==> src/rtl/uart_tx_arbiter.sv <==
// rtl/uart_tx_arbiter.sv - round-robin arbiter/sequencer sharing one uart_tx among NUM_REQ clients
// Optional SEND watchdog is compiled in when UART_ARB_TIMEOUT_EN is defined.
module uart_tx_arbiter #(
    parameter int NUM_REQ        = 4,
    parameter int TIMEOUT_CYCLES = 8192
) (
    input  logic                   clk_50M,
    input  logic                   rst_n,
    input  logic [NUM_REQ-1:0]     req,
    input  logic [8*NUM_REQ-1:0]   req_data,
    output logic [NUM_REQ-1:0]     gnt,
    output logic [NUM_REQ-1:0]     done,
    output logic                   busy,
    output logic                   tx_en,
    output logic [7:0]             tx_data,
    input  logic                   tx_done,
    output logic                   timeout_err
);

    localparam int PW = (NUM_REQ > 1) ? $clog2(NUM_REQ) : 1;

    typedef enum logic [1:0] {
        IDLE = 2'd0,
        SEND = 2'd1,
        GAP  = 2'd2
    } state_e;

    state_e             state_q, state_d;
    logic [PW-1:0]      ptr_q, ptr_d;
    logic [PW-1:0]      owner_q, owner_d;
    logic [7:0]         data_q, data_d;
    logic [NUM_REQ-1:0] gnt_q, gnt_d;
    logic [NUM_REQ-1:0] done_q, done_d;
    logic               entry_q, entry_d;

    logic               found;
    logic [PW-1:0]      winner;
    logic [PW:0]        idx;
    logic               tx_ok;
    logic               timeout_hit;

    // First requester at or above the pointer, wrapping; the pointer slot has top priority.
    always_comb begin
        found  = 1'b0;
        winner = ptr_q;
        idx    = '0;
        for (int i = 0; i < NUM_REQ; i++) begin
            idx = {1'b0, ptr_q} + (PW+1)'(i);
            if (idx >= (PW+1)'(NUM_REQ)) begin
                idx = idx - (PW+1)'(NUM_REQ);
            end
            if (!found && req[idx[PW-1:0]]) begin
                found  = 1'b1;
                winner = idx[PW-1:0];
            end
        end
    end

    // tx_done is ignored on the first SEND edge so a stale completion cannot end the new byte.
    assign tx_ok = (state_q == SEND) && !entry_q && tx_done;

    always_comb begin
        state_d = state_q;
        ptr_d   = ptr_q;
        owner_d = owner_q;
        data_d  = data_q;
        gnt_d   = '0;
        done_d  = '0;
        entry_d = 1'b0;
        case (state_q)
            IDLE: begin
                if (found) begin
                    data_d  = req_data[{winner, 3'b000} +: 8];
                    gnt_d   = NUM_REQ'(1) << winner;
                    owner_d = winner;
                    entry_d = 1'b1;
                    state_d = SEND;
                end
            end
            SEND: begin
                if (tx_ok || timeout_hit) begin
                    done_d  = NUM_REQ'(1) << owner_q;
                    ptr_d   = (owner_q == PW'(NUM_REQ-1)) ? '0 : owner_q + 1'b1;
                    state_d = GAP;
                end
            end
            GAP: begin
                if (!tx_done) begin
                    state_d = IDLE;
                end
            end
            default: begin
                state_d = IDLE;
            end
        endcase
    end

    always_ff @(posedge clk_50M or negedge rst_n) begin
        if (!rst_n) begin
            state_q <= IDLE;
            ptr_q   <= '0;
            owner_q <= '0;
            data_q  <= 8'h00;
            gnt_q   <= '0;
            done_q  <= '0;
            entry_q <= 1'b0;
        end else begin
            state_q <= state_d;
            ptr_q   <= ptr_d;
            owner_q <= owner_d;
            data_q  <= data_d;
            gnt_q   <= gnt_d;
            done_q  <= done_d;
            entry_q <= entry_d;
        end
    end

`ifdef UART_ARB_TIMEOUT_EN
    localparam int CW = (TIMEOUT_CYCLES > 1) ? $clog2(TIMEOUT_CYCLES) : 1;

    logic [CW-1:0] cnt_q, cnt_d;
    logic          terr_q, terr_d;

    assign timeout_hit = (state_q == SEND) && (cnt_q == CW'(TIMEOUT_CYCLES-1));

    always_comb begin
        cnt_d  = cnt_q;
        terr_d = terr_q;
        if (entry_d) begin
            cnt_d = '0;
        end else if (state_q == SEND) begin
            cnt_d = cnt_q + 1'b1;
        end
        if (timeout_hit && !tx_ok) begin
            terr_d = 1'b1;
        end
    end

    always_ff @(posedge clk_50M or negedge rst_n) begin
        if (!rst_n) begin
            cnt_q  <= '0;
            terr_q <= 1'b0;
        end else begin
            cnt_q  <= cnt_d;
            terr_q <= terr_d;
        end
    end

    assign timeout_err = terr_q;
`else
    logic unused_timeout_cfg;

    assign unused_timeout_cfg = (TIMEOUT_CYCLES > 0);
    assign timeout_hit        = 1'b0;
    assign timeout_err        = 1'b0;
`endif

    assign gnt     = gnt_q;
    assign done    = done_q;
    assign busy    = (state_q != IDLE);
    assign tx_en   = (state_q == SEND);
    assign tx_data = data_q;

endmodule

==> config.mk <==
export PLATFORM = sky130hd
export DESIGN_NAME = uart_tx_arbiter
export DESIGN_NICKNAME = d
export VERILOG_FILES = /design/src/rtl/uart_tx_arbiter.sv
export SDC_FILE = /design/constraint.sdc
export NUM_CORES = 1
export LEC_CHECK = 0
export BUFFER_PORTS_ARGS = -buffer_cell sky130_fd_sc_hd__buf_2
export CAP_MARGIN = 20
export CORE_MARGIN = 5
export CORE_UTILIZATION = 45
export DETAILED_ROUTE_END_ITERATION = 10
export PLACE_DENSITY_LB_ADDON = 0.1
export SLEW_MARGIN = 10
export SYNTH_ARGS = -nofsm -noshare
export SYNTH_HDL_FRONTEND = slang
export SYNTH_SLANG_ARGS = --single-unit
==> constraint.sdc <==
create_clock -name clk_50M -period 2.2 [get_ports clk_50M]
set_clock_uncertainty 0.2 [all_clocks]
set_input_delay 0.66 -clock clk_50M [delete_from_list [all_inputs] [get_ports clk_50M]]
set_output_delay 0.66 -clock clk_50M [all_outputs]
set_load 0.03 [all_outputs]
## After elaboration in Yosys (flattened, before gate mapping)

Cells that the tools add are included.

- RAM bits: 0
- Memory bits (read-only): 0
- Flip-flop bits (word level): 23
- Latch bits: 0
- Memories kept: 0

- $mul: 0
- Reductions and logical operators: 14
- Eq/ne operators: 6
- $add $sub $neg: 8
- Order comparisons: 8
- Divide/modulo/power cells: 0
- Muxes and demuxes: 31
- Bitwise gates (word level): 0
- Shift operators: 3

Operators by type and width:

| cell | number |
|---|---|
| 32-bit by 6-bit variable part select with 8-bit output | 1 |
| 2-bit two-way mux | 12 |
| 4-bit two-way mux | 4 |
| 2-bit by 3-bit less-than comparator with 1-bit output, second input constant | 4 |
| 1-bit two-way mux | 10 |
| 3-bit greater-or-equal comparator, second input constant | 3 |
| 1-bit binary-select mux with 2-bit select | 4 |
| 1-bit by 2-bit << shifter with 4-bit output, first input constant | 2 |
| 2-bit by 1-bit subtractor with 2-bit output, second input constant | 4 |
| 2-bit by 2-bit adder with 3-bit output, second input constant | 2 |
| 2-bit case mux with 3 select lines | 1 |
| 1-bit logical AND | 5 |
| 2-bit == test, second input constant | 2 |
| 1-bit logical NOT | 4 |
| 2-bit inequality test, second input constant | 2 |
| 2-bit AND reduction | 2 |
| 2-bit by 1-bit adder with 3-bit output, second input constant | 1 |
| 2-bit by 3-bit greater-or-equal comparator with 1-bit output, second input constant | 1 |
| 3-bit AND reduction | 1 |
| 2-bit by 1-bit adder with 2-bit output, second input constant | 1 |
| 2-bit by 1-bit == test with 1-bit output, second input constant | 1 |
| 2-bit logical NOT | 1 |
| 2-bit by 1-bit inequality test with 1-bit output, second input constant | 1 |
| 2-bit nonzero test | 1 |

## Depth between registers and ports, before layout

Gate-level depths: netlist of the first run.

- Depth in word-level cells: 17
- Depth in mapped cells: 7
- Mapped depth without buffers: 5

## Worst setup path after synthesis of the first run

No wires, ideal clock.

- Kind: input -> register
- Start: input port req[0]
- End: register data_q[2], in the netlist tx_data[2]
- Path slack: 50 ps
- Data required time: 1859 ps
- Stages on the path: 6
- Setup time: 141 ps
- Path buffers: 1
- Data arrival time: 1810 ps
- Path through: nor2b_1 -> or4_4 -> nand2_4 -> buf_8 -> mux2i_1 -> o221ai_1

- Cells in the longest elaborated chain, start to end: 13
- Elaborated cells on any way between the ends: 24
- Those cells by class: shift: 1; mux: 16; reduce/logical: 7

RTL lines:

| element | RTL line | source |
|---|---|---|
| from (decl) | 9 | `input logic [NUM_REQ-1:0] req,` |
| 1-bit binary-select mux with 2-bit select | 52 | `if (!found && req[idx[PW-1:0]]) begin` |
| 1-bit two-way mux (implied by the code) | 52 |  |
| 1-bit two-way mux | 52 |  |
| 1-bit logical NOT | 52 |  |
| 1-bit logical AND | 52 |  |
| 1-bit two-way mux | 52 |  |
| 1-bit logical NOT | 52 |  |
| 1-bit logical AND | 52 |  |
| 1-bit two-way mux | 52 |  |
| 1-bit logical NOT | 52 |  |
| 1-bit logical AND | 52 |  |
| 2-bit two-way mux or 1-bit two-way mux (tied branches) | 52 |  |
| 32-bit by 6-bit variable part select with 8-bit output or 2-bit AND reduction (tied branches) | n/a |  |
| to (signal assigned) | 111 | `data_q <= data_d;` |
| to (decl) | 31 | `logic [7:0] data_q, data_d;` |

Parallel ways exist; a longest one is shown, timed or not. The select of a mux whose other input is x is not followed.
A chain may end at the register's enable or synchronous reset.

## Final worst setup path of the first run

- Start: input port req[3]
- End: register data_q[0], in the netlist tx_data[0]

Same word-level chain as after synthesis.

==> impl_metrics.csv, run 1 <==
group,metric,value,unit
status,outcome,"complete, no violations",
placement,place_ws,-0.2183,ns
timing,tightest_slew,0.5185,ns
routing,post_drt_via_cell_ratio,5.167,
routing,antenna_left,0,
global_route,grt_antenna_before_repair,0,
min_path,min_path_type,"primary input to asynchronous set/reset pin",
logic_synthesis,syn_area,1204,µm²
critical_path,cp-start-kind,"primary input",
pwr,vdd_ir_drop_max,0.6762,mV
logic_synthesis,ys_warn_count,0,
logic_synthesis,synth_seq_cells,23,
timing,max_freq,476.5,MHz
critical_path,required,2.17,ns
floorplan,start_util,47.72,%
clocking,hold_buffers,0,
floorplan,die_w,61.72,µm
floorplan,die-height,61.72,µm
routing,drc,0,
logic_synthesis,yosysMostFrequentCell,"dfrtp_1",
timing,whs,0.1173,ns
critical_path,cp_cell_sequence,"buf_2, and3b_1, or4_4, nand2_4, buf_12, mux2i_1, o221ai_1",
logic_synthesis,syn-instance-count,110,
floorplan,rows,18,
cells_and_area,fill_cells,226,
logic_synthesis,yosysUniqueCellTypes,31,
cells_and_area,multi_input_area,554.3,µm²
floorplan,core,2522,µm²
timing,rsz0062_at_grt,"no",
logic_synthesis,synth_flop_cell,"dfrtp_1",
floorplan,ios,58,
clocking,htree_levels,1,
critical_path,worstReg2RegStart,"ptr_q[1]",
clocking,clkTransAtPathRegs,0.12,ns
critical_path,cp.buffers_inverters,2,
logic_synthesis,synth_common_cells,"dfrtp_1, mux2i_1, nand2_1, o221ai_1, nor2_1",
critical_path,setup.worst_path.end_class,"flip-flop",
timing,post-route-period-util,95.39,%
routing,wl_per_cell,14.32,µm
logic_synthesis,synth_top_area_share,47.82,%
clocking,cts_tree,"built",
critical_path,r2r_slack,0.13,ns
placement,gp_congestion,0.8072,
logic_synthesis,ys_async_sr_fraction,100.0,%
timing,report.final.slew_viol_count,0,
clocking,cts_root_buffer,"clkbuf_4",
pwr,powerDensity,1323,nW/µm²
cells_and_area,nets,217,
logic_synthesis,syn-num-nets,153,
critical_path,critPathTopFamily,"simple AND/OR/NAND/NOR gates",
cells_and_area,drive_gt1_share,42.20,%
run,cap_violations,0,
logic_synthesis,syn_avg_cell_area,10.94,µm²
global_route,grt_max_degree,24,
pwr,p_leak,0.8860,nW
logic_synthesis,yosys-top-cells-area,"dfrtp_1, mux2i_1, o221ai_1",
routing,drt_iter0_markers,66,
critical_path,cp_data_arrival_time,2.07,ns
routing,vias,1049,
floorplan,die_area,3809,µm²
critical_path,cp_max_fo,10,
logic_synthesis,synth_edf_count,0,
clocking,cts.sinks,23,
logic_synthesis,synth.largest_area_cell,"dfrtp_1",
routing,drt-total-wl,2906,µm
critical_path,critPathSlowestCell,"or4_4",
clocking,postCtsSetupBuffers,0,
routing,firstDrtPassIters,4,
timing,max-slew-margin-rel,65.43,%
critical_path,r2r_cells,6,
global_route,grt_use_total,16.04,%
cells_and_area,diodes,0,
clocking,numCtsBuffers,3,
global_route,grt_pass1_wl,4643,µm
clocking,clock_latency,0.30,ns
timing,hold_viol_final,0,
placement,place.port_buffers,56,
timing,finalCriticalPeriod,2.099,ns
global_route,grt_pass1_vias,1102,
clocking,ctsResizeCount,0,
critical_path,setup.worst_path.class,"primary input to flip-flop",
critical_path,cp_slowest_stage_delay,0.49,ns
pwr,power.total,0.002092,W
global_route,grt_overflow,0,
clocking,clock_path_buffers,2,
placement,dp_hpwl,2344,µm
logic_synthesis,ys_seq_area_share,47.82,%
cells_and_area,ff_latch_area,575.6,µm²
critical_path,r2r-end,"tx_data[0]",
cells_and_area,area_delta_synth_final,31.39,%
timing,setup_viol,0,
timing,setup_slack,0.1014,ns
## metrics by stage
| step | TNS (ns) | instances | utilization (%) | cell area [µm²] |
|---|---|---|---|---|
| final | 0 | 203 | 62.70 | 1582 |
| after global routing | 0 | 203 | 62.70 | 1582 |
| after CTS | 0 | 203 | 62.70 | 1582 |
| after detailed placement | -1.637 | 199 | 61.66 | 1555 |
| after global placement | -1.105 | 199 | 61.66 | 1555 |
| after floorplan | 0 | 110 | - | 1204 |
## worst reg2reg max path, delay by kind of cell, from the launching register on
kind	cells	cell delay [ns]
buf+inv	1	0.14
compound gates	1	0.12
mux	1	0.22
flops	1	0.45
simple gates	3	0.81
## per-layer routing
metal  GRT usage [%]  up-vias  routed length [µm]
met3           3.512        4                 229
li1                -      512                   -
met5               0        -                   0
met4           3.333        0                  19
met2           27.80       44                1449
met1           20.63      489                1208
## cells in the final DEF (no fill, tap or decap), types with 6 or more instances in the layout
cell	count
buf_2	56
buf_4	6
dfrtp_1	23
mux2i_1	16
nand2_1	10
nor2_1	7
o221ai_1	8
## state kept, by name (all words and copies together) (netlist names)
| signal | flops |
|---|---|
| state_q | 2 |
| ptr_q | 2 |
| done | 4 |
| entry_q | 1 |
| owner_q | 2 |
| tx_data | 8 |
| gnt | 4 |
## how the worst max path moves through the flow
stage          startpoint         end  cells after the start
2_1_floorplan      req[0]  tx_data[2]                      6
3_3_place_gp       req[3]  tx_data[4]                      7
3_5_place_dp       req[3]  tx_data[0]                      7
4_1_cts        state_q[1]       tx_en                      3
5_1_grt        state_q[1]       tx_en                      3
6_report           req[3]  tx_data[0]                      7
## report_power, final
group          leakage [nW]  switching, W  internal, W
combinational         0.577      0.000728     0.000485
clock                0.0150      0.000116    0.0000705
sequential            0.294      0.000101     0.000592
total                 0.886      0.000945      0.00115
## cells by family after synthesis
kind of cell             after synthesis  share of synthesized area (%)
other                                  1                         0.3116
multiplexers                          18                          15.18
adder cells (fa/ha/maj)                4                          4.158
flip-flops                            23                          47.82
AO/OA/AOI/OAI                         18                          10.71
AND/OR/NAND/NOR                       35                          15.70
buffers and inverters                 11                          6.132
## final cells by class
type                    count  area share (%)
flip-flops and latches     23           36.39
inverters                   6           1.424
multi-input cells          76           35.05
repair buffers             64           23.10
clock buffers               4           1.661
well taps                  30           2.373
Power figures use the tool's default switching activity.
==> run 2: changes to the inputs <==
--- a/config.mk
+++ b/config.mk
@@ -11,6 +11,7 @@
 export CORE_UTILIZATION = 45
 export DETAILED_ROUTE_END_ITERATION = 10
 export PLACE_DENSITY_LB_ADDON = 0.1
+export RECOVER_POWER = 100
 export SLEW_MARGIN = 10
 export SYNTH_ARGS = -nofsm -noshare
 export SYNTH_HDL_FRONTEND = slang
==> run 2 against run 1 <==
  * Global-route usage did not move
  * Clock-buffer cell count did not move
  * Critical path depth did not move
  * Setup slack got worse by 0.025 ns
  * Sequential share of layout area rose by 0.88 points
  * Sequential cell count did not move
==> impl_metrics.csv, run 2 (synthesis gave the netlist of run 1 again) <==
group,metric,value,unit
cells_and_area,mostFrequentLayoutCell,"buf_2",
global_route,grt_use_total,16.04,%
placement,gp_congestion,0.8072,
timing,setup_viol,0,
cells_and_area,layout_common_cells,"buf_2, dfrtp_1, clkbuf_1, mux2i_1, nand2_1",
timing,hold_viol_final,0,
timing,post-route-period-util,96.54,%
clocking,cts_root_buffer,"clkbuf_4",
floorplan,ios,58,
global_route,grt_overflow,0,
global_route,grt_max_degree,24,
routing,firstDrtPassIters,4,
placement,place_ws,-0.2183,ns
pwr,power.total,0.002025,W
cells_and_area,ff_latch_area,575.6,µm²
clocking,hold_buffers,0,
cells_and_area,diodes,0,
critical_path,cp-start-kind,"primary input",
global_route,grt_pass1_wl,4643,µm
floorplan,rows,18,
cells_and_area,drive_gt1_share,30.64,%
cells_and_area,final_core_util,61.21,%
timing,whs,0.2990,ns
clocking,clock_path_buffers,2,
critical_path,setup.worst_path.end_class,"flip-flop",
clocking,clock_latency,0.30,ns
routing,vias,1054,
global_route,grt_pass1_vias,1102,
routing,drt-total-wl,2894,µm
floorplan,core,2522,µm²
floorplan,die_area,3809,µm²
critical_path,cp_max_fo,10,
global_route,globalRouteMet2Util,27.80,%
pwr,vdd_ir_drop_max,0.6744,mV
clocking,cts.sinks,23,
placement,place.port_buffers,56,
floorplan,die-height,61.72,µm
floorplan,die_w,61.72,µm
cells_and_area,final_cells,203,
routing,wl_per_cell,14.26,µm
placement,dp_hpwl,2344,µm
pwr,p_leak,0.8142,nW
critical_path,cp_data_arrival_time,2.10,ns
pwr,powerDensity,1311,nW/µm²
cells_and_area,area_delta_synth_final,28.27,%
clocking,ctsResizeCount,0,
global_route,grt_antenna_before_repair,0,
timing,rsz0062_at_grt,"no",
timing,max_freq,470.8,MHz
critical_path,setup.worst_path.class,"primary input to flip-flop",
clocking,htree_levels,1,
min_path,min_path_type,"flip-flop to flip-flop",
global_route,grt-busiest-layer,"met2",
timing,finalCriticalPeriod,2.124,ns
floorplan,start_util,47.72,%
timing,tightest_slew,1.216,ns
placement,dpl.cell_count,199,
timing,report.final.slew_viol_count,0,
cells_and_area,multi_input_area,554.3,µm²
global_route,met3_usage,3.512,%
routing,antenna_left,0,
cells_and_area,largest_reg_flops,8,
routing,drc,0,
clocking,numCtsBuffers,3,
cells_and_area,fill_cells,231,
clocking,cts_tree,"built",
cells_and_area,nets,217,
global_route,gr-usage-met1,20.63,%
timing,setup_slack,0.07617,ns
critical_path,required,2.17,ns
run,cap_violations,0,
routing,post_drt_via_cell_ratio,5.192,
clocking,clkTransAtPathRegs,0.12,ns
clocking,postCtsSetupBuffers,0,
timing,max-slew-margin-rel,18.93,%
routing,drt_iter0_markers,62,
status,outcome,"complete, no violations",
-- run 2: per-stage QoR --
stage                     setup TNS [ns]  area, µm²
after global placement            -1.105       1555
after global routing                   0       1544
after CTS                              0       1582
final                                  0       1544
after detailed placement          -1.637       1555
after floorplan                        0       1204
-- run 2: final cells by class --
| type | count | share of cell area (%) |
|---|---|---|
| clock buffer | 4 | 1.702 |
| inverter | 6 | 1.459 |
| multi-input combinational | 76 | 35.90 |
| sequential | 23 | 37.28 |
| tap | 30 | 2.431 |
| timing repair buffer | 64 | 21.23 |
-- run 2: path summary, 6_finish.rpt --
check                           startpoint    endpoint  slack [ns]  cells past startpoint
worst max-delay path                req[3]  tx_data[0]        0.08                      7
worst min-delay path            tx_data[7]  tx_data[7]        0.30                      2
worst max register to register    ptr_q[1]  tx_data[0]        0.10                      6
worst min register to register  tx_data[7]  tx_data[7]        0.30                      2
max in group asynchronous            rst_n  tx_data[3]        0.70                      1
min in group asynchronous            rst_n     done[2]        0.38                      1
-- run 2: per-layer routing --
metal	share of wire, %	up-vias	routed length, µm
li1	-	509	-
met3	7.0	4	203
met1	42	503	1202
met4	0.28	0	8
met2	51	38	1480
met5	0	-	0
-- run 2: where the power goes --
| part | total, W | internal [W] | switching [W] |
|---|---|---|---|
| sequential | 0.000696 | 0.000592 | 0.000104 |
| combinational | 0.00114 | 0.000420 | 0.000720 |
| clock | 0.000189 | 0.0000705 | 0.000118 |
-- run 2: worst max-delay path, stage by stage --
cell and delay, ns:
buf_2 0.13, and3b_1 0.19, or4_4 0.49, nand2_4 0.10, buf_6 0.17, mux2i_1 0.23, o221ai_1 0.12
